`config.mk`:
```
export PLATFORM = sky130hd
export DESIGN_NAME = note_coord_serializer
export DESIGN_NICKNAME = d
export VERILOG_FILES = /design/src/rtl/note_grid_pkg.sv /design/src/rtl/lsb_prio_enc.sv /design/src/rtl/note_coord_serializer.sv
export SDC_FILE = /design/constraint.sdc
export NUM_CORES = 1
export LEC_CHECK = 0
export BUFFER_PORTS_ARGS = -buffer_cell sky130_fd_sc_hd__buf_4
export CAP_MARGIN = 0
export CORE_ASPECT_RATIO = 0.9
export CORE_MARGIN = 10
export CORE_UTILIZATION = 42
export CTS_CLUSTER_DIAMETER = 60
export DETAILED_ROUTE_END_ITERATION = 12
export PLACE_DENSITY = 0.74
export SLEW_MARGIN = 40
export SYNTH_ARGS = -nofsm -noshare
export SYNTH_HDL_FRONTEND = slang
export SYNTH_SLANG_ARGS = --single-unit
export TNS_END_PERCENT = 100
```
`constraint.sdc`:
```
create_clock -name clock -period 14 [get_ports clock]
set_input_delay 4.2 -clock clock [delete_from_list [all_inputs] [get_ports clock]]
set_output_delay 4.2 -clock clock [all_outputs]
set_load 0.02 [all_outputs]
```
`src/rtl/note_grid_pkg.sv`:
```
// Note grid geometry shared by the note decoder, this serializer and the VGA draw FSM.
// Note index i lives at column X = i / ROWS, row Y = i % ROWS.
package note_grid_pkg;

  localparam int COLS = 5;
  localparam int ROWS = 6;
  localparam int XW   = 3;
  localparam int YW   = 3;
  localparam int XYW  = XW + YW;

  // Repeated-subtraction mapping; unrolls to comparators, no divider.
  function automatic logic [XYW-1:0] idx_to_xy(input int unsigned idx,
                                               input int unsigned rows = ROWS);
    logic [XW-1:0] x;
    logic [YW-1:0] y;
    x = '0;
    y = YW'(idx);
    for (int c = 1; c < 32; c++) begin
      if (idx >= c * rows) begin
        x = XW'(c);
        y = YW'(idx - c * rows);
      end
    end
    return {x, y};
  endfunction

endpackage

```
`src/rtl/lsb_prio_enc.sv`:
```
// Lowest-set-bit priority encoder: index, one-hot isolation and any-set flag for a mask.
module lsb_prio_enc #(
  parameter int N  = 30,
  parameter int IW = (N > 1) ? $clog2(N) : 1
) (
  input  logic [N-1:0]  mask,
  output logic [IW-1:0] idx,
  output logic [N-1:0]  onehot,
  output logic          any_set
);

  always_comb begin
    idx = '0;
    for (int i = N - 1; i >= 0; i--) begin
      if (mask[i]) idx = IW'(i);
    end
  end

  assign onehot  = mask & (~mask + N'(1));
  assign any_set = |mask;

endmodule

```
`src/rtl/note_coord_serializer.sv`:
```
// Collects multi-hot note strikes into a pending mask and emits them LSB-first as
// (X, Y) grid coordinates over valid/ready, one per cycle when the consumer is ready.
module note_coord_serializer #(
  parameter int COLS = note_grid_pkg::COLS,
  parameter int ROWS = note_grid_pkg::ROWS,
  parameter int N    = COLS * ROWS,
  parameter int XW   = note_grid_pkg::XW,
  parameter int YW   = note_grid_pkg::YW
) (
  input  logic          clock,
  input  logic          reset,
  input  logic [N-1:0]  note_in,
  input  logic          note_load,
  input  logic          clear,
  output logic          coord_valid,
  input  logic          coord_ready,
  output logic [XW-1:0] coord_x,
  output logic [YW-1:0] coord_y,
  output logic [5:0]    pend_cnt,
  output logic          busy,
  output logic          frame_done
);
  import note_grid_pkg::*;

  localparam int IW  = (N > 1) ? $clog2(N) : 1;
  localparam int PXW = note_grid_pkg::XW;
  localparam int PYW = note_grid_pkg::YW;

  logic [N-1:0]       pend_p0, pend_nxt, sel_onehot;
  logic [IW-1:0]      sel_idx;
  logic               any_set, take, vld_p1, vld_nxt, busy_nxt;
  logic [XW-1:0]      x_p1;
  logic [YW-1:0]      y_p1;
  logic               frame_done_p1;
  logic [PXW+PYW-1:0] sel_xy;

  // Stage p0: pending mask and lowest-index selection
  lsb_prio_enc #(.N(N), .IW(IW)) u_enc (
    .mask    (pend_p0),
    .idx     (sel_idx),
    .onehot  (sel_onehot),
    .any_set (any_set)
  );

  assign sel_xy = idx_to_xy(32'(sel_idx), unsigned'(ROWS));
  assign take   = (!vld_p1 || coord_ready) && any_set;

  // A reload of the bit being taken survives because the OR follows the clear.
  always_comb begin
    pend_nxt = pend_p0 & ~(take ? sel_onehot : '0);
    if (note_load) pend_nxt = pend_nxt | note_in;
    vld_nxt = vld_p1;
    if (take) vld_nxt = 1'b1;
    else if (vld_p1 && coord_ready) vld_nxt = 1'b0;
    if (clear) begin
      pend_nxt = '0;
      vld_nxt  = 1'b0;
    end
    busy_nxt = (|pend_nxt) || vld_nxt;
  end

  always_comb begin
    pend_cnt = '0;
    for (int i = 0; i < N; i++) pend_cnt = pend_cnt + 6'(pend_p0[i]);
  end

  // Stage p1: output coordinate register and end-of-frame pulse
  always_ff @(posedge clock or posedge reset) begin
    if (reset) begin
      pend_p0       <= '0;
      vld_p1        <= 1'b0;
      x_p1          <= '0;
      y_p1          <= '0;
      frame_done_p1 <= 1'b0;
    end else begin
      pend_p0       <= pend_nxt;
      vld_p1        <= vld_nxt;
      frame_done_p1 <= busy && !busy_nxt && !clear;
      if (take && !clear) begin
        x_p1 <= XW'(sel_xy[PXW+PYW-1 -: PXW]);
        y_p1 <= YW'(sel_xy[PYW-1:0]);
      end
    end
  end

  assign busy        = (|pend_p0) || vld_p1;
  assign coord_valid = vld_p1;
  assign coord_x     = x_p1;
  assign coord_y     = y_p1;
  assign frame_done  = frame_done_p1;

endmodule

```
Word-level counts from Yosys, hierarchy flattened
Cells that the tools add are included.
{"block": "totals", "regBits": 38, "in_bits": 35, "output_inout_bits": 15, "wordCells": 109}
{"block": "op_classes", "add_sub_neg": 35, "order_cmp": 5, "n_mux": 46, "n_bitwise": 5, "reduce_logical": 13}
{"cell": "$mux 5", "count": 30}
{"cell": "$add 6x1->6", "count": 24}
{"cell": "$mux 30", "count": 3}
{"cell": "$and 30x30->30", "count": 2}
{"cell": "$not 30->30", "count": 2}
{"cell": "$reduce_or 30->1", "count": 2}
{"cell": "$add 30x1->30 const B", "count": 1}
{"cell": "$or 30x30->30", "count": 1}
{"cell": "$mux 3", "count": 9}
{"cell": "$ge 5x5->1 const B", "count": 3}
{"cell": "$sub 3x3->3 const B", "count": 3}
{"cell": "$add 5x1->6", "count": 1}
{"cell": "$add 4x1->5", "count": 1}
{"cell": "$ge 5x3->1 const B", "count": 1}
{"cell": "$ge 5x4->1 const B", "count": 1}
{"cell": "$logic_and 1x1->1", "count": 5}
{"cell": "$add 3x1->4", "count": 1}
{"cell": "$mux 1", "count": 4}
{"cell": "$add 2x1->3", "count": 1}
{"cell": "$logic_not 1->1", "count": 3}
{"cell": "$logic_or 1x1->1", "count": 3}
{"cell": "$sub 3x1->3 const B", "count": 1}
{"cell": "$sub 3x2->3 const B", "count": 1}
{"cell": "$add 1x1->2", "count": 1}

Depth between registers and ports, before layout
Gate-level depths: netlist (run 1).
{"block": "logic_depth", "ltp_word": 36, "mapped_depth": 17, "depth_no_buf": 17}

Cells and area by module
From an unflattened synthesis (run 1), not the netlist that was laid out.
{"block": "hier_totals", "hier_cells": 443, "hier_area_um2": 3589.7}
{"module": "note_coord_serializer", "n_inst": 1, "cells_each": 334, "area_per_inst_um2": 2926.6, "seq_area_each_um2": 950.9}
{"module": "lsb_prio_enc", "n_inst": 1, "cells_each": 109, "area_per_inst_um2": 663.1, "seq_area_each_um2": 0.0}

Worst setup path after synthesis (run 1)
OpenSTA, ideal clock, no wires.
{"block": "synth_timing", "path_kind": "reg-to-output", "start": "register pend_p0[17]", "end": "output pend_cnt[4]", "arrival_time_ps": 4696, "required_ps": 9800, "slack_ps": 5104, "stages_incl_launch_ff": 18, "n_path_buf": 0, "path_cell_list": "dfrtp_1 > fa_1 > inv_1 > fa_1 > inv_1 > fa_1 > inv_1 > fa_1 > fa_1 > fa_1 > inv_1 > ha_1 > inv_1 > fa_1 > inv_1 > a21o_1 > a21oi_1 > xnor2_1"}
{"block": "synth_via", "elab_chain_len": 13}
{"element": "start, declared", "line": "note_coord_serializer.sv:29", "rtl": "logic [N-1:0] pend_p0, pend_nxt, sel_onehot;"}
{"element": "start signal, assigned", "line": "note_coord_serializer.sv:76", "rtl": "pend_p0 <= pend_nxt;"}
{"element": "$add 6x1->6 (13 in series)", "line": "note_coord_serializer.sv:64", "rtl": "for (int i = 0; i < N; i++) pend_cnt = pend_cnt + 6'(pend_p0[i]);"}
{"element": "end, declared", "line": "note_coord_serializer.sv:19", "rtl": "output logic [5:0] pend_cnt,"}
No other way between the ends.

Worst setup path in the final report (run 1)
{"block": "layout_timing", "start": "register pend_p0[0]", "end": "output pend_cnt[5]"}
{"block": "layout_via", "elab_chain_len": 29}
{"element": "$add 1x1->2", "line": "note_coord_serializer.sv:64"}
{"element": "$add 2x1->3", "line": "note_coord_serializer.sv:64"}
{"element": "$add 3x1->4", "line": "note_coord_serializer.sv:64"}
{"element": "$add 4x1->5", "line": "note_coord_serializer.sv:64"}
{"element": "$add 5x1->6", "line": "note_coord_serializer.sv:64"}
{"element": "$add 6x1->6 (24 in series)", "line": "note_coord_serializer.sv:64"}
No other way between the ends.

==> results of run 1 <==
final cells by class:
| class | count | area, um^2 | area share [%] |
|---|---|---|---|
| well taps | 96 | 120.1 | 3.073 |
| clock inverters | 3 | 21.27 | 0.5442 |
| inverters | 50 | 187.7 | 4.802 |
| flip-flops and latches | 38 | 950.9 | 24.33 |
| clock buffers | 5 | 68.82 | 1.761 |
| multi-input cells | 285 | 2162 | 55.31 |
| repair buffers | 53 | 397.9 | 10.18 |
power groups by stage:
stage	Combinational, mW	Clock (mW)	Sequential, mW
floorplan	0.272	0	0.137
global placement	0.385	0	0.138
detailed placement	0.394	0	0.139
CTS	0.396	0.0789	0.136
global route	0.438	0.0848	0.139
finish	0.389	0.0781	0.137
worst paths after layout:
| kind | from | end | slack (ns) | cells after the start |
|---|---|---|---|---|
| min | coord_x[0]$_DFFE_PP0P_ | coord_x[0]$_DFFE_PP0P_ | 0.48 | 2 |
| max | pend_p0[0]$_DFF_PP0_ | pend_cnt[5] | 4.64 | 14 |
| max in group asynchronous | reset | pend_p0[27]$_DFF_PP0_ | 9.64 | 3 |
| max reg2reg | pend_p0[17]$_DFF_PP0_ | frame_done$_DFF_PP0_ | 10.27 | 8 |
| min in group asynchronous | reset | pend_p0[3]$_DFF_PP0_ | 4.01 | 3 |
| min reg2reg | coord_x[0]$_DFFE_PP0P_ | coord_x[0]$_DFFE_PP0P_ | 0.48 | 2 |
routing by layer:
metal  routed length (um)  vias up
met5                    0        -
met4                  168        0
met3                  716       15
met2                 4443      154
met1                 4445     1544
li1                     -     1495
registers in the layout (all words and copies together), names as in the netlist:
register / flops
pend_p0: 30
coord_valid: 1
coord_y: 3
coord_x: 3
frame_done: 1
critical path, delay by kind of cell (launching register included):
kind	cells	cell delay, ns
adder cells (fa/ha/maj)	7	3.44
AND/OR/NAND/NOR	1	0.08
flip-flops	1	0.52
AO/OA/AOI/OAI	3	0.54
buffers and inverters	3	0.27
cells by family (layout without fill, tap and decap cells):
group | count (synthesis) | count (layout) | synth area share, %
AO/OA/AOI/OAI | 119 | 119 | 24.51
flip-flops | 38 | 38 | 28.35
AND/OR/NAND/NOR | 127 | 127 | 20.63
adder cells (fa/ha/maj) | 36 | 36 | 18.35
buffers and inverters | 65 | 111 | 7.385
XOR/XNOR | 3 | 3 | 0.7834
cell usage after synthesis (6+ instances only):
library cell	instances
sky130_fd_sc_hd__inv_1	50
sky130_fd_sc_hd__dfrtp_1	38
sky130_fd_sc_hd__nand2_1	38
sky130_fd_sc_hd__a21oi_1	35
sky130_fd_sc_hd__fa_1	22
sky130_fd_sc_hd__nor2_1	22
sky130_fd_sc_hd__o21ai_0	18
sky130_fd_sc_hd__ha_1	14
sky130_fd_sc_hd__clkbuf_1	12
sky130_fd_sc_hd__nand3_1	12
sky130_fd_sc_hd__o41ai_1	11
sky130_fd_sc_hd__nor3_1	10
sky130_fd_sc_hd__o31ai_1	8
sky130_fd_sc_hd__nor4_1	6
through the flow:
step	utilization, %	area (um^2)	worst slack (ns)	power (mW)	instances
2_1_floorplan	-	3354	5.104	0.4093	388
3_3_place_gp	49.79	3812	5.059	0.5229	522
3_5_place_dp	49.79	3812	4.971	0.5326	522
4_1_cts	50.96	3902	4.632	0.6111	530
5_1_grt	51.05	3909	4.446	0.6618	530
6_report	51.05	3909	4.644	0.6041	530
==> results.rst, run 1 <==
.. list-table::
   :header-rows: 1

   * - Metric
     - Value
   * - Largest fanout on the critical path
     - 10
   * - Cell at the root of the clock tree
     - sky130_fd_sc_hd__clkbuf_8
   * - Type of element capturing the critical path
     - output pin
   * - Core region area
     - 0.007657 mm^2
   * - Via count
     - 3208
   * - Final weighted congestion of routability-driven global placement
     - 0.9979
   * - Level count of the clock H-tree
     - 2
   * - Layer with the highest usage
     - met2
   * - Switching power
     - around 0.28 mW
   * - Clock sink count
     - 38
   * - Ant. Diodes
     - 0
   * - Final hold viol count
     - 0
   * - Worst setup SP type
     - register
   * - Latest clock arrival within the worst-skew pair
     - 0.30 ns
   * - Setup repair after global routing missed its margin
     - no
   * - Count of final setup violators
     - 0
   * - Power density cells
     - 154.6 mW/mm^2
   * - Internal power consumption
     - 0.3272 mW
   * - TritonCTS clock tree
     - done
   * - Area share of the leading cell type in the synthesized netlist
     - 28.35%
   * - CTS-repair resized insts
     - 0
   * - Initial antenna violation count
     - 0
   * - Post-synth EDFFs
     - 0
   * - Top cell by count, worst path
     - sky130_fd_sc_hd__fa_1
   * - Total global routing overflow
     - 0
   * - Clock-pin slew on the worst setup and hold paths
     - 0.08 ns
   * - Delay of the slowest cell on the worst path
     - 0.61 ns
   * - Leading cell type in the layout, fill and taps excluded
     - sky130_fd_sc_hd__buf_4
   * - Total die area
     - 0.01197 mm^2
   * - Dominant cell type by area after synthesis
     - sky130_fd_sc_hd__dfrtp_1
   * - Crit path DAT
     - 5.16 ns
   * - Worst hold-check slack
     - about 0.48 ns
   * - Worst-case clock buffer depth
     - 2
   * - Number of warnings printed during yosys synthesis
     - 0
   * - Initial core utilization
     - 43.81%
   * - Area Growth Syn to Fin
     - 16.52%
   * - Status
     - finished, final reports clean
   * - Detailed-route DRC error count
     - 0
   * - Final min period
     - 9.356 ns
   * - Iteration count of the initial detailed-routing pass
     - 6
   * - Number of global-route vias before repair
     - 3215
   * - Worst IR drop on VDD
     - 0.1492 mV
   * - Comb power frac
     - 64.4%
   * - Met2 track demand over resource in global routing
     - around a quarter
   * - Antenna-violating nets left
     - 0
   * - Most instantiated flip-flop cell in the synthesis netlist
     - sky130_fd_sc_hd__dfrtp_1
   * - Setup clock skew after layout
     - around 0.0029 ns
   * - Wire length of the first global-routing pass
     - 15.94 mm
   * - CP Class
     - reg -> out
   * - Number of fill cells
     - 747
   * - Critical Path, Cell by Cell
     - fa_1 -> inv_1 -> fa_1 -> fa_1 -> fa_1 -> fa_1 -> fa_1 -> inv_1 -> ha_1 -> a21o_1 -> a21oi_1 -> nor2b_1 -> o21a_1 -> buf_4
   * - I/O pin cnt
     - 50
   * - Iteration-0 DRC Markers
     - 232
   * - Synthesized area per cell
     - 8.646 um^2
   * - Proportion of register bits with asynchronous set or reset after synthesis
     - between 90% and 100%
   * - Sw Share
     - 45.83%
   * - Achievable frequency
     - 0.1069 GHz
   * - Worst path required time
     - 9.80 ns
   * - Fraction of the cycle the final worst path needs
     - 66.83%
   * - Hold buffers post-CTS
     - 0
   * - Syn_nets
     - 459
   * - Routing usage on met1
     - 21.99%
   * - Routed vias/inst
     - 6.053
   * - Tightest slew margin relative to the limit
     - 52.40%
   * - Placement Rows
     - 30
   * - HPWL after detailed placement
     - ~8 mm
   * - Number of buffer cells added on primary ports
     - 49
   * - Wire length after detailed routing
     - 9.774 mm
   * - Worst slew pin tran
     - about 0.7 ns
   * - Hold WC Path Type
     - reg -> reg
   * - Maximum number of pins on one net before global-route repair
     - 39
   * - Sequential fraction of design power
     - a little under a quarter
   * - Leakage power summed over all cells
     - around 1.8 nW
   * - Die Wd
     - around 110 um
   * - Standard cell with the maximum stage delay on the critical path
     - sky130_fd_sc_hd__fa_1
   * - Post-DR wirelength/cell
     - approximately 18 um
   * - Global-route met3 utilization
     - 3.602%
   * - Post-CTS Repair Setup Buffers
     - 0
   * - Setup TNS
     - 0 ns
   * - Netlist area before placement
     - 0.003354 mm^2
   * - Netlist cell types
     - 56
   * - Cell count after synthesis
     - 388
   * - Num CTS Buffers
     - 5
   * - Number of nets in the layout
     - 504
   * - Sequential element share of the synthesized area
     - 28.35%
   * - Cell types with the largest area share after synthesis
     - sky130_fd_sc_hd__dfrtp_1, sky130_fd_sc_hd__fa_1, sky130_fd_sc_hd__inv_1
   * - Floorplan die height
     - 104.8 um
   * - Total routing resource utilization after global routing
     - 16.09%
   * - Layout cells sized above 1
     - 17.28%
   * - Max-slew violation count
     - 0
   * - Count of maximum capacitance violations
     - 0
   * - Clk pwr share
     - 12.9%
   * - Most used cells in the layout excluding fill and tap cells
     - sky130_fd_sc_hd__buf_4, sky130_fd_sc_hd__inv_1, sky130_fd_sc_hd__nand2_1, sky130_fd_sc_hd__dfrtp_1, sky130_fd_sc_hd__a21oi_1
   * - #FFs+latches synth
     - 38
(Power assumes the default switching activity.)
==> inputs of run 2 (changes only) <==
clock period = 9.2 ns   (was 14 ns; I/O delays follow)
==> run 2 against run 1 <==
Die area unchanged. Combinational power increased by 53%. Clock skew increased by 0.0086 ns. Cell count unchanged. Total power increased by 54%. Critical path type unchanged. Critical endpoint unchanged. Highest routed layer unchanged.
==> results.rst, run 2 (same netlist as run 1, synthesis figures left out) <==
.. list-table::
   :header-rows: 1

   * - Metric
     - Value
   * - I/O pin cnt
     - 50 (unchanged)
   * - Crit path DAT
     - 5.17 ns (about the same)
   * - Crit path max-delay family
     - adder cells
   * - Hold WC Path Type
     - reg -> reg
   * - Number of buffer cells added on primary ports
     - 49 (unchanged)
   * - Cells on Worst Hold Path
     - 2 (unchanged)
   * - Setup clock skew after layout
     - 0.01149 ns (+0.008564 ns)
   * - Post-CTS Repair Setup Buffers
     - 0 (unchanged)
   * - Num CTS Buffers
     - 5 (unchanged)
   * - Ant. Diodes
     - 0 (unchanged)
   * - Hold buffers post-CTS
     - 0 (unchanged)
   * - Worst path required time
     - 6.44 ns (-3.36 ns)
   * - Die Wd
     - 114.2 um (unchanged)
   * - Via count
     - 3194 (-0.44%)
   * - Placement Rows
     - 30 (unchanged)
   * - Max-slew violation count
     - 0 (unchanged)
   * - Critical Path, Cell by Cell
     - fa_1 -> inv_1 -> fa_1 -> fa_1 -> fa_1 -> fa_1 -> fa_1 -> inv_1 -> ha_1 -> a21o_1 -> a21oi_1 -> nor2b_1 -> o21a_1 -> buf_4
   * - Internal power consumption
     - 0.5076 mW (+55%)
   * - Count of maximum capacitance violations
     - 0 (unchanged)
   * - Detailed-route DRC error count
     - 0 (unchanged)
   * - Count of final setup violators
     - 0 (unchanged)
   * - Post-DR wirelength/cell
     - 18.21 um (-1.2%)
   * - Largest reg by FF count
     - pend_p0
   * - Standard cell with the maximum stage delay on the critical path
     - sky130_fd_sc_hd__fa_1
   * - Type of element capturing the critical path
     - output pin
   * - Final hold viol count
     - 0 (unchanged)
   * - HPWL after detailed placement
     - 7.815 mm (-0.52%)
   * - Leading cell type in the layout, fill and taps excluded
     - sky130_fd_sc_hd__buf_4
   * - Number of nets in the layout
     - 504 (unchanged)
   * - Delay of the slowest cell on the worst path
     - 0.61 ns (about the same)
   * - Worst-case clock buffer depth
     - 2 (unchanged)
   * - Total placed instance area
     - 0.003812 mm^2 (unchanged)
   * - Total routing resource utilization after global routing
     - 15.89% (-0.20 points)
   * - Achievable frequency
     - ~0.13 GHz
   * - Antenna-violating nets left
     - 0 (unchanged)
   * - Final weighted congestion of routability-driven global placement
     - 0.9756 (-2.2%)
   * - Cell depth of the worst setup path
     - 14 (unchanged)
   * - CTS-repair resized insts
     - 0 (unchanged)
   * - Status
     - finished, final reports clean
   * - Post-layout worst setup margin
     - 1.273 ns (-3.370 ns)
   * - Post-Layout Inst Area
     - 0.003918 mm^2 (+0.22%)
   * - Worst IR drop on VDD
     - 0.2238 mV (+50%)
   * - Final min period
     - 7.927 ns
   * - Worst slew pin tran
     - 0.6752 ns (-0.03288 ns)
   * - Post-Route Utilization
     - 51.16% (+0.11 points)
   * - Worst setup slack before clock tree synthesis
     - 1.578 ns (-3.393 ns)
   * - Switching power
     - 0.4218 mW (+52%)
   * - Critical path buffers and inverters
     - 3 (unchanged)
   * - Most used cells in the layout excluding fill and tap cells
     - sky130_fd_sc_hd__buf_4, sky130_fd_sc_hd__inv_1, sky130_fd_sc_hd__nand2_1, sky130_fd_sc_hd__dfrtp_1, sky130_fd_sc_hd__a21oi_1
   * - Fraction of the cycle the final worst path needs
     - between 80% and 90%
   * - Comb power frac
     - 63.9% (-0.5 points)
   * - Initial antenna violation count
     - 0 (unchanged)
   * - Setup repair after global routing missed its margin
     - no
   * - Routed vias/inst
     - 6.026 (-0.44%)
   * - Top cell by count, worst path
     - sky130_fd_sc_hd__fa_1
   * - Tightest slew margin relative to the limit
     - 54.61% (+2.2 points)
   * - Initial core utilization
     - 43.81% (unchanged)
   * - Number of global-route vias before repair
     - 3226 (+0.34%)
   * - Maximum number of pins on one net before global-route repair
     - 39 (unchanged)
   * - Flip-flop count of the largest register after layout
     - 30 (unchanged)
   * - Iteration-0 DRC Markers
     - 275 (+19%)
   * - Wire length after detailed routing
     - 9.653 mm (-1.2%)
   * - Largest fanout on the critical path
     - 10 (unchanged)
   * - Area Growth Syn to Fin
     - 16.78%
   * - Core region area
     - 0.007657 mm^2 (unchanged)
   * - Wire length of the first global-routing pass
     - 15.92 mm (-0.13%)
   * - Post-placement cell count
     - 522 (unchanged)
   * - Worst Reg-to-Reg Cells
     - 8 (unchanged)
   * - Worst hold-check slack
     - 0.4818 ns (-0.001120 ns)
   * - Setup TNS
     - 0 ns (unchanged)
   * - Clock-pin slew on the worst setup and hold paths
     - 0.09 ns (about the same)
   * - Cell at the root of the clock tree
     - sky130_fd_sc_hd__clkbuf_8
   * - Leakage power summed over all cells
     - 1.773 nW (+0.21%)
   * - Worst setup SP type
     - register
   * - Final non-filler cell total
     - 530 (unchanged)
   * - TritonCTS clock tree
     - done
   * - CP Class
     - reg -> out
   * - Sequential fraction of design power
     - 22.4% (-0.3 points)
   * - Sw Share
     - 45.38% (-0.45 points)
   * - Total die area
     - 0.01197 mm^2 (unchanged)
   * - Clock sink count
     - 38 (unchanged)
   * - Power after layout
     - 0.9295 mW (+54%)
   * - Iteration count of the initial detailed-routing pass
     - 5 (-1)
   * - Layout cells sized above 1
     - 17.28% (unchanged)
   * - Floorplan die height
     - 104.8 um (unchanged)
   * - Total global routing overflow
     - 0 (unchanged)
   * - Latest clock arrival within the worst-skew pair
     - 0.30 ns (about the same)
   * - Level count of the clock H-tree
     - 2 (unchanged)
   * - Power density cells
     - 237.3 mW/mm^2 (+54%)
   * - Clk pwr share
     - 13.7% (+0.8 points)
run 2: changes by cell type in the layout (fill, tap and decap cells not counted), sizes merged:
| cell | delta |
|---|---|
| clkinv | -2 |
| clkbuf | +1 |
| inv | +1 |
run 2: layout make-up:
cell class,instances,area (um^2)
clock buffers,6,82.58
clock inverters,2,16.27
fillers,730,3740
inverters,50,187.7
multi-input cells,285,2162
flip-flops and latches,38,950.9
well taps,96,120.1
repair buffers,53,397.9
run 2: worst paths after layout:
check / startpoint / endpoint / slack, ns
worst max-delay path: pend_p0[0]$_DFF_PP0_ / pend_cnt[5] / 1.27
worst min-delay path: coord_x[1]$_DFFE_PP0P_ / coord_x[1]$_DFFE_PP0P_ / 0.48
worst max register to register: pend_p0[17]$_DFF_PP0_ / frame_done$_DFF_PP0_ / 5.50
worst min register to register: coord_x[1]$_DFFE_PP0P_ / coord_x[1]$_DFFE_PP0P_ / 0.48
max in group asynchronous: reset / pend_p0[22]$_DFF_PP0_ / 6.29
min in group asynchronous: reset / pend_p0[3]$_DFF_PP0_ / 2.57
run 2: worst register-to-register path: stages (launching register included):
cell	delay, ns
sky130_fd_sc_hd__dfrtp_1	0.51
sky130_fd_sc_hd__nor4_2	0.66
sky130_fd_sc_hd__nand4_2	0.28
sky130_fd_sc_hd__or4b_1	0.62
sky130_fd_sc_hd__or3_1	0.38
sky130_fd_sc_hd__a22o_1	0.23
sky130_fd_sc_hd__a2111oi_2	0.47
sky130_fd_sc_hd__nand3_1	0.19
sky130_fd_sc_hd__nor4_2	0.25
run 2: layer usage:
layer,vias to the layer above,GRT usage (%),routed length (um),part of all wire (%)
met5,-,0,0,0
met4,0,4.919,240,2.5
met3,24,3.202,676,7.0
met2,148,24.03,4351,45
met1,1524,22.12,4384,45
li1,1498,-,-,-
run 2: power groups by stage:
stage / clock [mW] / sequential [mW] / combinational (mW)
2_1_floorplan: 0 / 0.209 / 0.414
4_1_cts: 0.128 / 0.207 / 0.604
3_5_place_dp: 0 / 0.211 / 0.602
5_1_grt: 0.139 / 0.211 / 0.666
6_report: 0.127 / 0.209 / 0.594
3_3_place_gp: 0 / 0.210 / 0.586
==> inputs of run 3 (changes only) <==
PLACE_DENSITY = unset   (was 0.74)
RECOVER_POWER = 100   (was unset)
==> run 3 against run 2 <==
The run now ends with capacitance limit, slew limit left. Largest cell class unchanged. Sequential share of layout area up 0.53 points. Critical path type unchanged. Via count down 1.7%. Die area unchanged. Cell area down 2.1%. Global-route usage up 0.86 points.
==> results.rst, run 3 (same netlist as run 1, synthesis figures left out) <==
.. list-table::
   :header-rows: 1

   * - Metric
     - Value
   * - Sequential fraction of design power
     - 23.9% (+1.5 points)
   * - Routed vias/inst
     - 5.926 (-1.7%)
   * - Worst IR drop on VDD
     - 0.2198 mV (-1.8%)
   * - Total routing resource utilization after global routing
     - 16.75% (+0.86 points)
   * - Setup TNS
     - 0 ns (unchanged)
   * - Num CTS Buffers
     - 5 (unchanged)
   * - Worst setup SP type
     - register
   * - Die Wd
     - 114.2 um (unchanged)
   * - Max-slew violation count
     - 39 (+39)
   * - Cell at the root of the clock tree
     - sky130_fd_sc_hd__clkbuf_8
   * - Maximum number of pins on one net before global-route repair
     - 39 (unchanged)
   * - Tightest slew margin relative to the limit
     - -41.53% (-96 points)
   * - Violations in the final reports
     - capacitance limit, slew limit
   * - Number of nets in the layout
     - 504 (unchanged)
   * - Latest clock arrival within the worst-skew pair
     - 0.30 ns (about the same)
   * - Wire length after detailed routing
     - 10.21 mm (+5.8%)
   * - Floorplan die height
     - 104.8 um (unchanged)
   * - CTS-repair resized insts
     - 0 (unchanged)
   * - Total global routing overflow
     - 0 (unchanged)
   * - Placement Rows
     - 30 (unchanged)
   * - Count of maximum capacitance violations
     - 1 (+1)
   * - Initial core utilization
     - 43.81% (unchanged)
   * - Leading cell type in the layout, fill and taps excluded
     - sky130_fd_sc_hd__inv_1
   * - Standard cell with the maximum stage delay on the critical path
     - sky130_fd_sc_hd__fa_1
   * - Critical path buffers and inverters
     - 7 (+4)
   * - Worst setup slack before clock tree synthesis
     - 1.610 ns (+0.03178 ns)
   * - Number of buffer cells added on primary ports
     - 49 (unchanged)
   * - Post-layout worst setup margin
     - 1.217 ns (-0.05630 ns)
   * - Antenna-violating nets left
     - 0 (unchanged)
   * - Worst slew pin tran
     - 2.123 ns (+1.448 ns)
   * - Setup repair after global routing missed its margin
     - no
   * - Power density cells
     - 228.6 mW/mm^2 (-3.7%)
   * - Iteration count of the initial detailed-routing pass
     - 5 (unchanged)
   * - Worst-case clock buffer depth
     - 2 (unchanged)
   * - Worst path required time
     - 6.44 ns (about the same)
   * - Via count
     - 3141 (-1.7%)
   * - CP Class
     - reg -> out
   * - Crit path DAT
     - 5.22 ns (+0.05 ns)
   * - Critical Path, Cell by Cell
     - fa_1 -> inv_1 -> fa_1 -> inv_1 -> fa_1 -> inv_1 -> fa_1 -> fa_1 -> fa_1 -> inv_1 -> ha_1 -> inv_1 -> fa_1 -> inv_1 -> a21o_1 -> a21oi_1 -> xnor2_1 -> clkbuf_1
   * - Clk pwr share
     - 14.8% (+1.1 points)
   * - Status
     - complete, but fails checks
   * - Total placed instance area
     - 0.003812 mm^2 (unchanged)
   * - Wire length of the first global-routing pass
     - 16.50 mm (+3.7%)
   * - Final weighted congestion of routability-driven global placement
     - 0.9166 (-6.0%)
   * - Power after layout
     - 0.8763 mW (-5.7%)
   * - Detailed-route DRC error count
     - 0 (unchanged)
   * - Iteration-0 DRC Markers
     - 244 (-11%)
   * - Largest fanout on the critical path
     - 8 (-2)
   * - Sw Share
     - 48.54% (+3.2 points)
   * - Area Growth Syn to Fin
     - 14.29%
   * - Type of element capturing the critical path
     - output pin
   * - Hold WC Path Type
     - reg -> reg
   * - Post-DR wirelength/cell
     - 19.27 um (+5.8%)
   * - Clock-pin slew on the worst setup and hold paths
     - 0.09 ns (about the same)
   * - Fraction of the cycle the final worst path needs
     - 86.77% (+0.61 points)
   * - HPWL after detailed placement
     - 8.256 mm (+5.6%)
   * - Clock sink count
     - 38 (unchanged)
   * - Post-Layout Inst Area
     - 0.003834 mm^2 (-2.1%)
   * - TritonCTS clock tree
     - done
   * - Layout cells sized above 1
     - 12.44% (-4.8 points)
   * - Achievable frequency
     - 0.1253 GHz (-0.71%)
   * - Most used cells in the layout excluding fill and tap cells
     - sky130_fd_sc_hd__inv_1, sky130_fd_sc_hd__nand2_1, sky130_fd_sc_hd__dfrtp_1
   * - Leakage power summed over all cells
     - 1.696 nW (-4.4%)
   * - Level count of the clock H-tree
     - 2 (unchanged)
   * - Internal power consumption
     - 0.4510 mW (-11%)
   * - Number of fill cells
     - 801 (+9.7%)
   * - Worst hold-check slack
     - 0.4728 ns (-0.008905 ns)
   * - Largest reg by FF count
     - pend_p0
   * - Final hold viol count
     - 0 (unchanged)
   * - Comb power frac
     - 61.3% (-2.6 points)
   * - Crit path max-delay family
     - adder cells
   * - Post-CTS Repair Setup Buffers
     - 0 (unchanged)
   * - Switching power
     - 0.4254 mW (+0.83%)
   * - Core region area
     - 0.007657 mm^2 (unchanged)
   * - Final min period
     - 7.983 ns (+0.05630 ns)
   * - Ant. Diodes
     - 0 (unchanged)
   * - Flip-flop count of the largest register after layout
     - 30 (unchanged)
   * - Initial antenna violation count
     - 0 (unchanged)
   * - Total die area
     - 0.01197 mm^2 (unchanged)
   * - Hold buffers post-CTS
     - 0 (unchanged)
   * - Delay of the slowest cell on the worst path
     - 0.57 ns (-0.04 ns)
   * - I/O pin cnt
     - 50 (unchanged)
   * - Count of final setup violators
     - 0 (unchanged)
   * - Top cell by count, worst path
     - sky130_fd_sc_hd__fa_1
   * - Number of global-route vias before repair
     - 3095 (-4.1%)
   * - Setup clock skew after layout
     - 0.007109 ns (-0.004379 ns)
-- run 3: per-layer routing --
metal	track usage (%)	wire [um]	vias to the layer above	share of wire [%]
met5	0	0	-	0
met4	2.683	63	0	0.62
met3	3.945	768	7	7.5
met2	25.12	4524	139	44
met1	24.12	4856	1501	48
li1	-	-	1494	-
-- run 3: final cells by class --
| class | instances | area (um^2) | share of cell area, % |
|---|---|---|---|
| clock inverter | 2 | 16.27 | 0.4243 |
| inverter | 50 | 187.7 | 4.896 |
| timing repair buffer | 53 | 326.6 | 8.518 |
| sequential | 38 | 950.9 | 24.80 |
| tap | 96 | 120.1 | 3.133 |
| clock buffer | 6 | 82.58 | 2.154 |
| multi-input combinational | 285 | 2150 | 56.07 |
-- run 3: path summary, 6_finish.rpt --
| check | start | end | slack, ns | depth (start not counted) |
|---|---|---|---|---|
| worst max register to register | pend_p0[17]$_DFF_PP0_ | frame_done$_DFF_PP0_ | 5.19 | 8 |
| worst max-delay path | pend_p0[17]$_DFF_PP0_ | pend_cnt[4] | 1.22 | 18 |
| worst min-delay path | coord_x[1]$_DFFE_PP0P_ | coord_x[1]$_DFFE_PP0P_ | 0.47 | 2 |
| min in group asynchronous | reset | pend_p0[4]$_DFF_PP0_ | 3.23 | 3 |
| worst min register to register | coord_x[1]$_DFFE_PP0P_ | coord_x[1]$_DFFE_PP0P_ | 0.47 | 2 |
| max in group asynchronous | reset | pend_p0[24]$_DFF_PP0_ | 4.76 | 3 |
-- run 3: power groups by stage --
stage	logic, mW	registers [mW]	clock network (mW)
after floorplan	0.414	0.209	0
after global placement	0.594	0.211	0
after detailed placement	0.608	0.212	0
after CTS	0.609	0.208	0.132
after global routing	0.622	0.212	0.140
final	0.537	0.209	0.130
-- run 3: tightest hold or removal path, delay by kind of cell, from the launching register on --
kind | cells | cell delay (ns)
DFF | 1 | 0.35
and+or+nand+nor | 2 | 0.10
-- run 3: stage by stage --
step / utilization [%] / std cells
floorplan: - / 388
global placement: 49.79 / 522
detailed placement: 49.79 / 522
CTS: 51.08 / 530
global route: 50.07 / 530
finish: 50.07 / 530
